File: config.mk
export PLATFORM = sky130hd
export DESIGN_NAME = ud_mod_counter
export DESIGN_NICKNAME = d
export VERILOG_FILES = /design/src/rtl/ud_mod_counter.sv
export SDC_FILE = /design/constraint.sdc
export NUM_CORES = 1
export LEC_CHECK = 0
export BUFFER_PORTS_ARGS = -buffer_cell sky130_fd_sc_hd__buf_2
export CAP_MARGIN = 20
export CORE_UTILIZATION = 40
export DETAILED_ROUTE_END_ITERATION = 10
export PLACE_DENSITY = 0.68
export SLEW_MARGIN = 20
export SYNTH_ARGS = -nofsm -noshare
export SYNTH_HDL_FRONTEND = slang
export SYNTH_SLANG_ARGS = --single-unit
export TNS_END_PERCENT = 5
File: constraint.sdc
create_clock -name Clk -period 3.3 [get_ports Clk]
set_clock_uncertainty 0.2 [all_clocks]
set_input_delay 0.66 -clock Clk [delete_from_list [all_inputs] [get_ports Clk]]
set_output_delay 0.66 -clock Clk [all_outputs]
set_load 0.005 [all_outputs]
File: src/rtl/ud_mod_counter.sv
// Parametrised modulo-N up/down counter with load, programmable step and wrap/saturate mode.
// Latency: Count, wrap and err update one Clk edge after inputs are sampled; tc is combinational.
// Backpressure: none; en gates counting, and a load takes precedence over counting.
module ud_mod_counter #(
  parameter int WIDTH    = 4,
  parameter int MODULUS  = 12,
  parameter int SATURATE = 0
) (
  input  logic             Clk,
  input  logic             reset,
  input  logic             en,
  input  logic             UpOrDown,
  input  logic [WIDTH-1:0] step,
  input  logic             load,
  input  logic [WIDTH-1:0] load_val,
  output logic [WIDTH-1:0] Count,
  output logic             tc,
  output logic             wrap,
  output logic             err
);

  // Modulus widened by one bit, so that MODULUS == 2**WIDTH can be represented
  localparam logic [WIDTH:0]   MOD_X = (WIDTH+1)'(MODULUS);
  // Modulus reduced mod 2**WIDTH; it is used only in wrap arithmetic whose true result is < MODULUS
  localparam logic [WIDTH-1:0] MOD_W = WIDTH'(MODULUS);
  // Largest legal count value
  localparam logic [WIDTH-1:0] TOP   = WIDTH'(MODULUS - 1);

  // Reject moduli that cannot be represented or that make no sense as a counter
  if ((MODULUS < 2) || (longint'(MODULUS) > (longint'(1) << WIDTH))) begin : g_param_check
    $error("ud_mod_counter: MODULUS must satisfy 2 <= MODULUS <= 2**WIDTH");
  end

  logic [WIDTH:0]   cnt_x;
  logic [WIDTH:0]   step_x;
  logic [WIDTH:0]   load_x;
  logic [WIDTH:0]   sum_x;
  logic [WIDTH-1:0] count_nxt;
  logic             wrap_nxt;
  logic             err_nxt;

  // Next-state decode, with priority load > en > hold
  always_comb begin
    cnt_x     = {1'b0, Count};
    step_x    = {1'b0, step};
    load_x    = {1'b0, load_val};
    sum_x     = cnt_x + step_x;
    count_nxt = Count;
    wrap_nxt  = 1'b0;
    err_nxt   = 1'b0;
    if (load) begin
      if (load_x < MOD_X) begin
        count_nxt = load_val;
      end else begin
        // An out-of-range load lands on the top value, so Count stays legal
        count_nxt = TOP;
        err_nxt   = 1'b1;
      end
    end else if (en) begin
      if (step_x == '0) begin
        count_nxt = Count;
      end else if (step_x >= MOD_X) begin
        // A step of a full modulus or more is flagged and ignored
        err_nxt = 1'b1;
      end else if (UpOrDown) begin
        if (sum_x < MOD_X) begin
          count_nxt = sum_x[WIDTH-1:0];
        end else begin
          wrap_nxt  = 1'b1;
          // Modulo-2**WIDTH arithmetic is exact here because the result is < MODULUS
          count_nxt = (SATURATE != 0) ? TOP : (Count + step - MOD_W);
        end
      end else begin
        if (cnt_x >= step_x) begin
          count_nxt = Count - step;
        end else begin
          wrap_nxt  = 1'b1;
          count_nxt = (SATURATE != 0) ? '0 : (Count + MOD_W - step);
        end
      end
    end
  end

  // State and event-pulse registers, with asynchronous clear
  always_ff @(posedge Clk or negedge reset) begin
    if (!reset) begin
      Count <= '0;
      wrap  <= 1'b0;
      err   <= 1'b0;
    end else begin
      Count <= count_nxt;
      wrap  <= wrap_nxt;
      err   <= err_nxt;
    end
  end

  // Terminal count follows the current direction, so cascaded stages see it at once
  assign tc = UpOrDown ? (Count == TOP) : (Count == '0);

endmodule

# After elaboration in Yosys (flattened, before gate mapping)
# Index checks and enable logic that the tools add are counted.
[classes]
eq_ne = 3
n_mux = 21
n_addsub = 6
n_reduce_logical = 4
n_lt_le_gt_ge = 4
[op_table]
columns = ["operator", "count"]
rows = [
  ["two-way mux 4 bit", 8],
  ["two-way mux 1 bit", 13],
  ["logical NOT 4 bit", 2],
  ["subtractor 4 bit", 2],
  ["adder 4 x 4 -> 5 bit", 1],
  ["less-than comparator 5 x 4 -> 1 bit (second input constant)", 1],
  ["adder 4 bit", 1],
  ["adder 4 bit (second input constant)", 1],
  ["equality test 4 bit (second input constant)", 1],
  ["greater-or-equal comparator 4 bit", 1],
  ["greater-or-equal comparator 4 bit (second input constant)", 1],
  ["less-than comparator 4 bit (second input constant)", 1],
  ["inequality test 2 bit (second input constant)", 2],
  ["subtractor 4 bit (second input constant)", 1],
  ["AND reduction 3 bit", 1],
  ["nonzero test 2 bit", 1],
]
[word_totals]
in_bits = 13
reg_bits = 6

# Longest topological paths before layout
# Gate-level depths: netlist of the first run.
[depth]
ltp_word = 8
ltp_mapped = 10
mapped_depth_nobuf = 10

# Worst setup path before layout of the first run
# OpenSTA, ideal clock, no wires.
[synth_path]
path_type = "input -> register"
start = "input step[2]"
end = "register Count[2]"
stages = 6
n_path_buf = 0
t_arrival_ns = 2.266
setup_slack_ns = 0.723
required_ns = 2.989
cell_sequence = "inv_1 > ha_1 > inv_1 > fa_1 > o311a_1 > a222oi_1"
[synth_between]
elab_chain_cells = 8
elab_cells_between_ends = 19
cone_classes = "add/sub: 5; order compare: 3; eq/ne: 2; mux: 7; reduce/logical: 2"
[synth_rtl]
columns = ["item", "line", "rtl"]
rows = [
  ["start: declaration", "13", "input logic [WIDTH-1:0] step,"],
  ["adder 4 bit or adder 4 x 4 -> 5 bit (tied branches)", "71, 47", ""],
  ["subtractor 4 bit or less-than comparator 5 x 4 -> 1 bit (tied branches)", "71, 66", ""],
  ["two-way mux 4 bit", "66", "if (sum_x < MOD_X) begin"],
  ["two-way mux 4 bit", "65", "end else if (UpOrDown) begin"],
  ["two-way mux 4 bit", "62", "end else if (step_x >= MOD_X) begin"],
  ["two-way mux 4 bit", "60", "if (step_x == '0) begin"],
  ["two-way mux 4 bit", "59", "end else if (en) begin"],
  ["two-way mux 4 bit", "51", "if (load) begin"],
  ["end signal: assignment", "91", "Count <= count_nxt;"],
  ["end: declaration", "16", "output logic [WIDTH-1:0] Count,"],
]
# Several ways; a longest one is shown, not always the timed one. The select of a mux whose other input is x is not followed.
# A chain may end at the register's enable or synchronous reset.

# Final worst setup path of the first run
# Ends and elaborated chain as after synthesis.

==> out/results.tsv, run 1 <==
stage	metric	value	unit
yosys	XOR/XNOR Fraction of Synth Area	4.94	%
yosys	Cells after Synth	96	
drt	DR pass1 iterations	4	
yosys	top post-synthesis cells by area	ha_1 (20%), dfrtp_1 (17%), fa_1 (11%)	
power	Int Power	235	uW
die	Initial Util	43.9	%
grt	total global routing overflow	0	
placed_design	DP Wirelength	1.59	mm
power	cell area power density	404	nW/um^2
power	Seq pwr share	25.6	%
cells_and_area	nets	149	
yosys	largest family of logic cells by synthesized area	adder cells	
yosys	Cell variety after synth	36	
timing	Hold WS	0.0378	ns
timing	final hold vios	0	
die	core area	2020	um^2
cells_and_area	diode count	0	
die	die width	49.1	um
grt	total track usage	17.6	%
cells_and_area	cell area after layout	1020	um^2
drt	vias per cell	5.22	
clock_tree	PostCTS Resize Cnt	0	
worst_hold_path	Hold Path Class	in -> async	
clock_tree	post-cts hold buffer count	0	
grt	global-route wire length before repair	3.29	mm
clock_tree	cts bufs inserted	3	
setup_path	crit path DAT	2.63	ns
yosys	complex-gate fraction of the synthesized area	21.4	%
timing	RSZ-0062 raised after global routing	false	
die	die height	49.1	um
setup_path	reg-to-reg startpoint	Count[2]	
drt	DRT antenna net count	0	
power	largest vdd supply drop	314	uV
clock_tree	CTS tree	done	
yosys	Yosys top cell area share	19.7	%
setup_path	CP endpoint kind	flip-flop	
timing	Slew @ Worst Pin	0.359	ns
yosys	Post-synth ARST share	100	%
clock_tree	clock net sink count	6	
clock_tree	post-CTS setup buffers	0	
grt	largest net degree at the start of global routing	11	
cells_and_area	Layout area overhead	14.5	%
flow_run	Max Cap Violations	0	
yosys	synthesized net count	128	
run_status	outcome	completed	
grt	vias in the first global route	727	
yosys	Syn Area/Cell	9.24	um^2
drt	vias	741	
clock_tree	CTS root buf	clkbuf_4	
drt	detail-routed net length per standard cell	13.4	um
yosys	Post-synth EDFFs	0	
yosys	top-count cell post-synth	ha_1	
yosys	simple-gate area share of the yosys netlist	13.0	%
power	combinational share of power	58.8	%
clock_tree	worst skew pair latency	0.24	ns
power	switching power total	175	uW
setup_path	critical path peak fanout	7	
power	leakage	0.501	nW
timing	min cycle time layout	2.71	ns
timing	setup violators final	0	
setup_path	CP required	3.23	ns
placed_design	post-place instance area	993	um^2
timing	fin crit share	82.0	%
drt	wirelength, routed	1.90	mm
die	I/O Pins	20	
die	full die area	2410	um^2
timing	Slew HR	76.1	%
drt	Initial DRC Count	18	
die	# rows	16	
timing	Max Fclk	370	MHz
cells_and_area	layout cells sized above 1	25.2	%
clock_tree	clk buf depth	2	
yosys	Cell Area, Synth	887	um^2
grt	initial antenna violation count	0	
yosys	Synth Register Bits	6	
power	clock power share	15.6	%
yosys	adder-cell share of the synthesized area	31.0	%
yosys	Post-synth top flop	dfrtp_1	
clock_tree	CTS H-tree lvls	1	
yosys	biggest area consumer among synthesized cells	ha_1	
placed_design	port bufs	19	
power	Switching Share	42.6	%
placed_design	Placer Congestion	0.859	
timing	final count of pins violating max slew	0	
timing	Sum Neg Setup Slack	0	ns
cells_and_area	fill cell count	207	
clock_tree	clk slew on worst S/H paths	0.04	ns
drt	DR DRC count	0	
yosys	synth warn	0	
setup_path	CP Launch Point	step[2]	
yosys	top post-synthesis cells by count	ha_1 (14), inv_1 (13), a21oi_1 (6), dfrtp_1 (6)	
yosys	mux cell area share after synthesis	4.65	%
setup_path	Critical Path Start Type	primary input	
setup_path	critical path type	in -> reg	
yosys	register area share after synthesis	16.9	%
-- through the flow --
stage,setup slack (ns),instances,power [mW],utilization (%)
finish,0.594,142,0.410,50.2
global route,0.487,142,0.455,50.2
CTS,0.610,142,0.415,50.2
detailed placement,0.362,139,0.347,49.1
global placement,0.416,139,0.342,49.1
floorplan,0.723,96,0.279,-
-- critical path, stage by stage --
cell,delay (ns)
buf_2,0.18
inv_1,0.12
ha_1,0.44
inv_1,0.14
fa_1,0.48
o311a_1,0.35
a222oi_1,0.26
-- flip-flops by register name, indices dropped and copies added, names as in the netlist --
signal  flops
Count       4
err         1
wrap        1
-- power groups by stage --
stage | sequential (mW) | clock (mW) | combinational [mW]
6_report | 0.105 | 0.0642 | 0.241
2_1_floorplan | 0.102 | 0 | 0.177
3_5_place_dp | 0.107 | 0 | 0.240
4_1_cts | 0.106 | 0.0676 | 0.242
3_3_place_gp | 0.106 | 0 | 0.236
5_1_grt | 0.108 | 0.0747 | 0.272
-- cell type report --
type | count | area [um^2] | area share (%)
flip-flops and latches | 6 | 150 | 14.8
clock buffers | 3 | 22.5 | 2.22
repair buffers | 19 | 95.1 | 9.36
multi-input cells | 74 | 666 | 65.5
well taps | 27 | 33.8 | 3.33
inverters | 13 | 48.8 | 4.80
-- metal layers --
metal	GRT usage, %	share of wire, %	vias up
met4	1.47	0	0
met2	28.8	47	16
li1	-	-	376
met5	0	0	-
met3	2.80	2.2	0
met1	25.1	50	349
-- final timing paths --
| check | end | slack (ns) | cells past startpoint |
|---|---|---|---|
| max | Count[2] | 0.59 | 7 |
| min | wrap | 0.04 | 1 |
| max reg2reg | Count[2] | 0.65 | 6 |
| min reg2reg | Count[3] | 0.43 | 2 |
| max in group asynchronous | Count[0] | 2.72 | 1 |
| min in group Clk | Count[3] | 0.43 | 2 |
-- cell usage in the layout, fill, tap and decap left out, types with 2 or more instances in the layout --
cell type / count
buf_2: 19
dfrtp_1: 6
nand2_1: 5
xor2_1: 2
xnor2_1: 3
nand2b_1: 2
ha_1: 14
a21oi_1: 6
fa_1: 5
nand3_1: 3
inv_1: 13
nor2_1: 4
clkbuf_4: 3
o21ai_0: 5
mux2i_1: 3
a31oi_1: 2
nor2b_1: 2
-- logic make-up after synthesis --
group / after synthesis
compound gates: 25
simple gates: 21
fa+ha+maj: 19
buf+inv: 16
flops: 6
xor+xnor: 5
mux: 4
No activity file was read; power rests on OpenSTA's default activity.
==> run 2, diff against run 1 <==
--- a/config.mk
+++ b/config.mk
@@ -5,11 +5,12 @@
 export SDC_FILE = /design/constraint.sdc
 export NUM_CORES = 1
 export LEC_CHECK = 0
+export ABC_AREA = 1
 export BUFFER_PORTS_ARGS = -buffer_cell sky130_fd_sc_hd__buf_2
 export CAP_MARGIN = 20
 export CORE_UTILIZATION = 40
 export DETAILED_ROUTE_END_ITERATION = 10
-export PLACE_DENSITY = 0.68
+export PLACE_DENSITY = 0.67
 export SLEW_MARGIN = 20
 export SYNTH_ARGS = -nofsm -noshare
 export SYNTH_HDL_FRONTEND = slang
==> constraint.sdc (replaced) <==
create_clock -name Clk -period 2.84 [get_ports Clk]
set_clock_uncertainty 0.2 [all_clocks]
set_input_delay 0.568 -clock Clk [delete_from_list [all_inputs] [get_ports Clk]]
set_output_delay 0.568 -clock Clk [all_outputs]
set_load 0.005 [all_outputs]
==> out/results.tsv, run 2 <==
stage	metric	value	unit
run_status	outcome	completed	
setup_path	Register-to-Register Path Depth	12	
cells_and_area	max reg flops	4	
cells_and_area	fill cell count	239	
setup_path	crit path DAT	2.23	ns
setup_path	Worst path slowest cell	dfrtp_1	
timing	setup violators final	0	
setup_path	critical path type	reg -> reg	
yosys	Post-synth top flop	dfrtp_1	
drt	vias per cell	4.80	
timing	setup ws final	0.545	ns
die	full die area	2800	um^2
yosys	synth warn	0	
worst_hold_path	hold path depth	3	
cells_and_area	Top reg by flops	Count	
die	core area	2450	um^2
die	die width	52.9	um
yosys	synthesized net count	170	
die	# rows	18	
setup_path	CP required	2.78	ns
placed_design	Placer Congestion	0.846	
setup_path	R2R setup slack	0.54	ns
placed_design	port bufs	19	
yosys	Post-synth ARST share	100	%
power	Switching Share	47.1	%
grt	busiest grt layer	met2	
yosys	top-count cell post-synth	nand2_1	
setup_path	Most common cell on crit path	nand2_1	
yosys	biggest area consumer among synthesized cells	ha_1	
grt	largest net degree at the start of global routing	11	
flow_run	Max Cap Violations	0	
setup_path	CP endpoint kind	flip-flop	
cells_and_area	diode count	0	
clock_tree	CTS root buf	clkbuf_4	
clock_tree	clk buf depth	2	
setup_path	critical path peak fanout	8	
grt	vias in the first global route	778	
worst_hold_path	HP Start	UpOrDown	
die	I/O Pins	20	
grt	met2 GRT Util	29.5	%
grt	total global routing overflow	0	
drt	DR DRC count	0	
cells_and_area	commonest non-fill, non-tap cell in the layout	nand2_1	
worst_hold_path	Min-Delay Endpoint	wrap	
clock_tree	CTS H-tree lvls	1	
placed_design	Cells after DPL	185	
power	clock power share	14.6	%
drt	detail-routed net length per standard cell	11.8	um
timing	RSZ-0062 raised after global routing	false	
cells_and_area	layout cells sized above 1	24.5	%
worst_hold_path	Hold Path Class	in -> reg	
die	die height	52.9	um
timing	Max Fclk	436	MHz
timing	final count of pins violating max slew	0	
timing	final hold vios	0	
yosys	Cell Area, Synth	1040	um^2
timing	fin crit share	80.8	%
power	leakage	0.679	nW
grt	Global Route met1 Usage	24.5	%
yosys	Post-synth EDFFs	0	
timing	min cycle time layout	2.30	ns
setup_path	reg-to-reg startpoint	Count[1]	
die	Initial Util	42.2	%
setup_path	capture point of the worst reg-to-reg path	Count[3]	
power	Int Power	290	uW
clock_tree	PostCTS Resize Cnt	0	
power	largest vdd supply drop	263	uV
setup_path	max incr delay on CP	0.51	ns
timing	Hold WS	0.465	ns
drt	vias	907	
cells_and_area	most frequent cells in the layout	nand2_1 (33), inv_1 (22), buf_2 (19)	
power	combinational share of power	64.3	%
clock_tree	worst skew pair latency	0.24	ns
cells_and_area	biggest regs	Count x4, err x1, wrap x1	
timing	Slew @ Worst Pin	0.463	ns
clock_tree	post-CTS setup buffers	0	
setup_path	critical path cell sequence	ha_1 -> fa_1 -> inv_1 -> ha_1 -> a21oi_1 -> nand2_1 -> nand2_1 -> nand2_1 -> nand2_1 -> nand2_1 -> nand3_1 -> nand2_1	
timing	Slew HR	69.1	%
yosys	register area share after synthesis	14.5	%
yosys	Synth Register Bits	6	
clock_tree	cts bufs inserted	3	
grt	initial antenna violation count	0	
yosys	Cells after Synth	138	
drt	DR pass1 iterations	4	
setup_path	Critical Path Start Type	flip-flop	
clock_tree	CTS tree	done	
yosys	Syn Area/Cell	7.51	um^2
yosys	Cell variety after synth	33	
yosys	top post-synthesis cells by area	ha_1 (17%), dfrtp_1 (14%), nand2_1 (12%)	
clock_tree	clk slew on worst S/H paths	0.05	ns
yosys	Yosys top cell area share	16.9	%
clock_tree	post-cts hold buffer count	1	
cells_and_area	nets	193	
drt	DRT antenna net count	0	
placed_design	DP Wirelength	1.91	mm
cells_and_area	final cell count without fillers	189	
setup_path	CP Launch Point	Count[1]	
placed_design	dpl ws	0.279	ns
power	Seq pwr share	21.0	%
grt	global-route wire length before repair	3.53	mm
grt	total track usage	18.0	%
drt	Initial DRC Count	16	
yosys	top post-synthesis cells by count	nand2_1 (33), inv_1 (22), ha_1 (14), nand3_1 (14), dfrtp_1 (6)	
power	cell area power density	466	nW/um^2
clock_tree	clock net sink count	6	
cells_and_area	Layout area overhead	13.8	%
grt	met3 GRT Util	0.862	%
timing	Sum Neg Setup Slack	0	ns
power	switching power total	259	uW
drt	wirelength, routed	2.22	mm
run 2: cell types whose count changed after synthesis, sizes merged, moves of 3 or more:
| cell | change |
|---|---|
| a21oi | -3 |
| a31oi | -3 |
| inv | +14 |
| mux2i | -3 |
| nand2 | +32 |
| nand3 | +11 |
run 2: worst max-delay path by stage:
stage	to	depth (start not counted)
after global placement	Count[3]	11
after global routing	Count[3]	12
after detailed placement	Count[3]	11
after CTS	Count[2]	10
final	Count[3]	12
after floorplan	Count[3]	11
run 2: metrics by stage:
step / cell area [um^2] / power (mW) / utilization, %
finish: 1180 / 0.549 / 48.0
global route: 1180 / 0.608 / 48.0
CTS: 1180 / 0.554 / 48.0
detailed placement: 1150 / 0.469 / 46.7
global placement: 1150 / 0.463 / 46.7
floorplan: 1040 / 0.388 / -
run 2: layout make-up:
type                    instances  area (um^2)  area share [%]
flip-flops and latches          6          150            12.7
repair buffers                 21          113            9.55
well taps                      30         37.5            3.18
clock buffers                   3         22.5            1.91
multi-input cells             101          719            61.0
inverters                      28          136            11.6
run 2: critical path: cells and delay by family (launching register included):
| kind | cells | cell delay (ns) |
|---|---|---|
| AO/OA/AOI/OAI | 1 | 0.12 |
| adder cells (fa/ha/maj) | 3 | 0.95 |
| buffers and inverters | 1 | 0.04 |
| flip-flops | 1 | 0.51 |
| AND/OR/NAND/NOR | 7 | 0.37 |
run 2: kinds of logic after synthesis:
| group | count (synthesis) | share of synthesized area, % |
|---|---|---|
| flops | 6 | 14.5 |
| fa+ha+maj | 19 | 26.6 |
| xor+xnor | 4 | 3.38 |
| buf+inv | 31 | 16.1 |
| compound gates | 15 | 9.18 |
| simple gates | 63 | 30.3 |
run 2: power groups by stage:
stage / registers (mW) / logic (mW) / clock network (mW)
2_1_floorplan: 0.115 / 0.273 / 0
3_3_place_gp: 0.115 / 0.348 / 0
3_5_place_dp: 0.115 / 0.354 / 0
4_1_cts: 0.115 / 0.356 / 0.0837
5_1_grt: 0.117 / 0.404 / 0.0867
6_report: 0.115 / 0.353 / 0.0803
run 2: metal layers:
metal | share of wire [%] | vias to the layer above
met5 | 0 | -
met4 | 0.76 | 0
met3 | 3.2 | 2
met2 | 49 | 21
met1 | 47 | 411
li1 | - | 473
